### src/rtl/uart_cmd_parser.sv
// Byte-stream command decoder: assembles 'W'/'R' frames from UART bytes into 32-bit commands.
// Optional inter-byte timeout is enabled with `define UART_CMD_TIMEOUT_EN.
`timescale 1ns/1ps
module uart_cmd_parser #(
   parameter int unsigned P_TIMEOUT_CYC = 1000000
) (
   input  logic        clk,
   input  logic        rstn,
   input  logic        i_rx_vld,
   input  logic [7:0]  i_rx_dat,
   input  logic        i_rx_stpbt_err,
   output logic        o_cmd_vld,
   input  logic        i_cmd_rdy,
   output logic        o_cmd_wr,
   output logic [31:0] o_cmd_addr,
   output logic [31:0] o_cmd_wdat,
   output logic        o_busy,
   output logic        o_err_hdr,
   output logic        o_err_stpbt,
   output logic        o_err_ovr,
   output logic        o_err_tmo
);

   localparam int unsigned TMO_W  = 24;
   localparam logic [7:0]  HDR_WR = 8'h57;
   localparam logic [7:0]  HDR_RD = 8'h52;

   if (P_TIMEOUT_CYC < 2 || P_TIMEOUT_CYC > 32'h00FF_FFFF) begin : g_cfg_err
      $error("uart_cmd_parser: P_TIMEOUT_CYC out of range 2..2^24-1");
   end

   typedef enum logic [1:0] {ST_IDLE, ST_ADDR, ST_DATA, ST_CMD} state_e;

   state_e      state_q, state_d;
   logic [1:0]  cnt_q, cnt_d;
   logic [31:0] addr_q, addr_d;
   logic [31:0] wdat_q, wdat_d;
   logic        wr_q, wr_d;
   logic        cmd_vld_q, busy_q;
   logic        err_hdr_q, err_hdr_d;
   logic        err_stpbt_q, err_stpbt_d;
   logic        err_ovr_q, err_ovr_d;
   logic        tmo_hit_c;

   logic rx_acc, rx_bad;
   assign rx_acc = i_rx_vld & ~i_rx_stpbt_err;
   assign rx_bad = i_rx_vld &  i_rx_stpbt_err;

`ifdef UART_CMD_TIMEOUT_EN
   localparam logic [TMO_W-1:0] TMO_MAX = TMO_W'(P_TIMEOUT_CYC - 1);

   logic [TMO_W-1:0] tmo_q, tmo_d;
   logic             err_tmo_q;

   // Counter idles at 0 outside ADDR/DATA so entry always starts from zero; a byte beats expiry.
   always_comb begin
      tmo_d     = '0;
      tmo_hit_c = 1'b0;
      if (state_q == ST_ADDR || state_q == ST_DATA) begin
         if (i_rx_vld)
            tmo_d = '0;
         else if (tmo_q == TMO_MAX)
            tmo_hit_c = 1'b1;
         else
            tmo_d = tmo_q + TMO_W'(1);
      end
   end

   always_ff @(posedge clk) begin
      if (!rstn) begin
         tmo_q     <= '0;
         err_tmo_q <= 1'b0;
      end else begin
         tmo_q     <= tmo_d;
         err_tmo_q <= tmo_hit_c;
      end
   end

   assign o_err_tmo = err_tmo_q;
`else
   assign tmo_hit_c = 1'b0;
   assign o_err_tmo = 1'b0;
`endif

   // Frame assembly; command fields change only on accepted bytes outside ST_CMD.
   always_comb begin
      state_d     = state_q;
      cnt_d       = cnt_q;
      addr_d      = addr_q;
      wdat_d      = wdat_q;
      wr_d        = wr_q;
      err_hdr_d   = 1'b0;
      err_stpbt_d = 1'b0;
      err_ovr_d   = 1'b0;
      case (state_q)
         ST_IDLE: begin
            if (rx_bad) begin
               err_stpbt_d = 1'b1;
            end else if (rx_acc) begin
               if (i_rx_dat == HDR_WR) begin
                  wr_d    = 1'b1;
                  cnt_d   = '0;
                  state_d = ST_ADDR;
               end else if (i_rx_dat == HDR_RD) begin
                  wr_d    = 1'b0;
                  wdat_d  = '0;
                  cnt_d   = '0;
                  state_d = ST_ADDR;
               end else begin
                  err_hdr_d = 1'b1;
               end
            end
         end
         ST_ADDR: begin
            if (rx_bad) begin
               err_stpbt_d = 1'b1;
               state_d     = ST_IDLE;
            end else if (rx_acc) begin
               addr_d = {addr_q[23:0], i_rx_dat};
               cnt_d  = cnt_q + 2'd1;
               if (cnt_q == 2'd3)
                  state_d = wr_q ? ST_DATA : ST_CMD;
            end else if (tmo_hit_c) begin
               state_d = ST_IDLE;
            end
         end
         ST_DATA: begin
            if (rx_bad) begin
               err_stpbt_d = 1'b1;
               state_d     = ST_IDLE;
            end else if (rx_acc) begin
               wdat_d = {wdat_q[23:0], i_rx_dat};
               cnt_d  = cnt_q + 2'd1;
               if (cnt_q == 2'd3)
                  state_d = ST_CMD;
            end else if (tmo_hit_c) begin
               state_d = ST_IDLE;
            end
         end
         ST_CMD: begin
            err_ovr_d = i_rx_vld;
            if (i_cmd_rdy)
               state_d = ST_IDLE;
         end
         default: state_d = ST_IDLE;
      endcase
   end

   always_ff @(posedge clk) begin
      if (!rstn) begin
         state_q     <= ST_IDLE;
         cnt_q       <= '0;
         addr_q      <= '0;
         wdat_q      <= '0;
         wr_q        <= 1'b0;
         cmd_vld_q   <= 1'b0;
         busy_q      <= 1'b0;
         err_hdr_q   <= 1'b0;
         err_stpbt_q <= 1'b0;
         err_ovr_q   <= 1'b0;
      end else begin
         state_q     <= state_d;
         cnt_q       <= cnt_d;
         addr_q      <= addr_d;
         wdat_q      <= wdat_d;
         wr_q        <= wr_d;
         cmd_vld_q   <= (state_d == ST_CMD);
         busy_q      <= (state_d != ST_IDLE);
         err_hdr_q   <= err_hdr_d;
         err_stpbt_q <= err_stpbt_d;
         err_ovr_q   <= err_ovr_d;
      end
   end

   assign o_cmd_vld   = cmd_vld_q;
   assign o_busy      = busy_q;
   assign o_cmd_wr    = wr_q;
   assign o_cmd_addr  = addr_q;
   assign o_cmd_wdat  = wdat_q;
   assign o_err_hdr   = err_hdr_q;
   assign o_err_stpbt = err_stpbt_q;
   assign o_err_ovr   = err_ovr_q;

endmodule
### config.mk
export PLATFORM = sky130hd
export DESIGN_NAME = uart_cmd_parser
export DESIGN_NICKNAME = d
export VERILOG_FILES = /design/src/rtl/uart_cmd_parser.sv
export SDC_FILE = /design/constraint.sdc
export NUM_CORES = 1
export LEC_CHECK = 0
export ABC_AREA = 1
export CAP_MARGIN = 10
export CORE_UTILIZATION = 45
export CTS_BUF_LIST = sky130_fd_sc_hd__clkbuf_8 sky130_fd_sc_hd__clkbuf_16
export CTS_CLUSTER_SIZE = 24
export DETAILED_ROUTE_END_ITERATION = 7
export GPL_TIMING_DRIVEN = 0
export PLACE_DENSITY_LB_ADDON = 0.08
export SYNTH_ARGS = -nofsm -noshare
export SYNTH_HDL_FRONTEND = slang
export SYNTH_SLANG_ARGS = --single-unit
### constraint.sdc
create_clock -name clk -period 2.1 [get_ports clk]
set_input_delay 0.21 -clock clk [delete_from_list [all_inputs] [get_ports clk]]
set_output_delay 0.21 -clock clk [all_outputs]
set_load 0.02 [all_outputs]
==> results.sh <==
export IMPL_core_sq_um=7850
export IMPL_cts_buffer_depth=2
export IMPL_cts_hold_buf=0
export IMPL_worstPathArrival_ns=1.93
export IMPL_synth_most_common_cell="nand2_1"
export IMPL_n_fill_cell=758
export IMPL_fmax_ghz=0.595
export IMPL_sw_frac_of_total=0.237
export IMPL_port_buffers=82
export IMPL_total_power_uw=3000
export IMPL_internal_power_uw=2280
export IMPL_ys_seq_area_frac=0.399
export IMPL_r2r_end="o_cmd_wdat[5]$_SDFFE_PN0P_"
export IMPL_yosys_warnings=0
export IMPL_place_gp_congestion=0.859
export IMPL_drc=0
export IMPL_cp_end_kind="register"
export IMPL_core_rowCount=32
export IMPL_crit_start="state_q[0]$_SDFF_PN0_"
export IMPL_p_leak_uw=0.00251
export IMPL_grt_pass1_vias=3207
export IMPL_fin_ws_ns=0.419
export IMPL_critPathKind="register to register"
export IMPL_grt_pass1_wl_microns=14700
export IMPL_clockPowerShare=0.458
export IMPL_synth_edff_count=0
export IMPL_htreeDepth=3
export IMPL_track_usage=0.216
export IMPL_drt_wl_total_microns=8920
export IMPL_fp_dieH_microns=92.9
export IMPL_rrSetupSlack_ns=0.42
export IMPL_grt_max_degree=15
export IMPL_grt_met1_usage=0.256
export IMPL_die_w_microns=92.9
export IMPL_drive_gt1_frac=0.173
export IMPL_worstPathRequired_ns=2.35
export IMPL_worstPathMaxFanout=10
export IMPL_final_antenna_net_count=0
export IMPL_io_pin_count=84
export IMPL_r2r_cells=9
export IMPL_reg2reg_from="state_q[0]$_SDFF_PN0_"
export IMPL_period_share=0.800
export IMPL_finalClockSkew_ns=0.0128
export IMPL_finalCriticalPeriod_ns=1.68
export IMPL_area_growth_synth_to_final_pct=32.2
export IMPL_cap_violations=0
export IMPL_synth_cells=526
export IMPL_ys_ff_latch=74
export IMPL_rsz0062_at_grt="no"
export IMPL_preCtsSetupSlack_ns=0.251
export IMPL_path_clk_slew_ns=0.09
export IMPL_insertion_delay_ns=0.35
export IMPL_outcome="completed"
export IMPL_finalSetupTns_ns=0
export IMPL_drv_slew=0
export IMPL_vias=3412
export IMPL_synth_avg_cell_area_sq_um=7.06
export IMPL_power_density_nw_per_um2=610
export IMPL_grt_busiest_layer="met2"
export IMPL_cts_resized=0
export IMPL_hp_start="i_rx_vld"
export IMPL_switchingPower_uw=711
export IMPL_syn_area_sq_um=3720
export IMPL_pwr_share_seq=0.473
export IMPL_synth_nets=545
export IMPL_clock_sinks=74
export IMPL_cts_made_buffers=9
export IMPL_hp_class="input pin to register"
export IMPL_ys_flop_type="dfxtp_1"
export IMPL_diodes=0
export IMPL_tritoncts="yes"
export IMPL_yosys_top_cells_count="135 x nand2_1, 79 x inv_1, 74 x dfxtp_1"
export IMPL_use_met3=0.0649
export IMPL_drt_iter0_markers=126
export IMPL_vias_per_cell=4.70
export IMPL_cp_start_kind="register"
export IMPL_post_cts_buffers=0
export IMPL_grtUsageMet2=0.373
export IMPL_hold_viol_final=0
export IMPL_initial_core_util=0.474
export IMPL_ir_drop_v=0.000468
export IMPL_yosys_area_top_type="dfxtp_1"
export IMPL_synth_distinct_cells=27
export IMPL_overflow=0
export IMPL_async_flop_share=0
export IMPL_synth_top_area_share=0.399
export IMPL_synth_area_top_cells="dfxtp_1 40%, nand2_1 14%, nand3_2 8.1%"
export IMPL_root_buffer="clkbuf_8"
export IMPL_dp_hpwl_microns=6540
export IMPL_wire_per_inst_microns=12.3
export IMPL_cp_endpoint="o_cmd_wdat[5]$_SDFFE_PN0P_"
export IMPL_antenna_found_initial=0
export IMPL_dieArea_sq_um=8630
export IMPL_pwr_share_comb=0.069
export IMPL_setup_viol=0
export IMPL_dr_pass1_iters=4
export IMPL_final_nets=638
==> metal layers <==
metal	share of wire	vias up
li1	-	1777
met1	0.45	1568
met2	0.49	61
met3	0.052	6
met4	0.0092	0
met5	0	-
==> how the worst min path moves through the flow <==
stage	endpoint	slack (ns)	cells after the start
after global routing	o_err_ovr$_SDFF_PN0_	0.43	3
after global placement	o_cmd_addr[28]$_SDFFE_PN0P_	0.45	2
after CTS	o_err_ovr$_SDFF_PN0_	0.42	3
after detailed placement	o_cmd_addr[27]$_SDFFE_PN0P_	0.46	2
after floorplan	o_err_ovr$_SDFF_PN0_	0.32	2
final	o_err_ovr$_SDFF_PN0_	0.43	3
==> logic make-up (layout without fill, tap and decap cells) <==
group           after synthesis  in the layout  share of synthesized area
compound gates               39             39                     0.0542
simple gates                290            290                      0.389
buf+inv                     116            214                      0.137
fa+ha+maj                     6              6                     0.0202
other cells                   1              1                    0.00101
flops                        74             74                      0.399
==> registers in the layout, summed over array words and instances, names as in the netlist <==
name and cells:
o_cmd_vld 1, state_q 2, o_err_stpbt 1, o_cmd_addr 32, o_busy 1, o_err_ovr 1, o_cmd_wr 1, o_err_hdr 1
o_cmd_wdat 32, cnt_q 2
==> cell usage in the layout, fill, tap and decap left out <==
master,count
nand2_2,2
inv_2,4
inv_6,2
nand3b_1,1
clkinv_1,2
nand3_4,1
buf_6,6
buf_1,3
ha_1,6
clkinv_4,2
inv_1,79
a21boi_1,1
clkbuf_8,9
buf_2,11
a21oi_2,1
o21ai_0,3
conb_1,1
nor2_1,49
nand3_2,30
a21oi_1,33
nor2_2,31
nand2_1,135
clkbuf_1,7
clkdlybuf4s50_1,82
nand2_4,1
dfxtp_1,74
nand3_1,38
nor3_4,1
nor3_1,1
bufinv_16,3
o21ai_1,1
buf_4,4
==> critical path, cell delays in order, from the launching register on <==
cell	delay, ns
dfxtp_1	0.36
inv_1	0.15
ha_1	0.16
buf_2	0.21
inv_1	0.09
a21oi_2	0.17
nand2_4	0.10
buf_6	0.16
nor2_2	0.12
nor2_1	0.06
==> layout make-up <==
class	count	area (sq um)	share of cell area
inverter	85	319	0.0649
clock buffer	9	124	0.0252
sequential	74	1480	0.302
buffer	31	190	0.0387
multi-input combinational	336	1730	0.351
clock inverter	7	125	0.0255
timing repair buffer	82	821	0.167
tap	102	128	0.0260
==> through the flow <==
stage,std cells,hold WS [ns],area [sq um],utilization
after floorplan,526,0.324,3720,-
after global placement,710,0.452,4660,0.594
after detailed placement,710,0.460,4660,0.594
after CTS,726,0.424,4910,0.626
after global routing,726,0.427,4910,0.626
final,726,0.434,4910,0.626
==> power by group through the flow <==
stage / clock (uW) / combinational (uW) / sequential [uW]
after floorplan: 0 / 123 / 1460
after global placement: 0 / 205 / 1450
after detailed placement: 0 / 207 / 1450
after CTS: 1390 / 208 / 1420
after global routing: 1460 / 230 / 1420
final: 1370 / 207 / 1420
No activity file was read; power rests on OpenSTA's default activity.
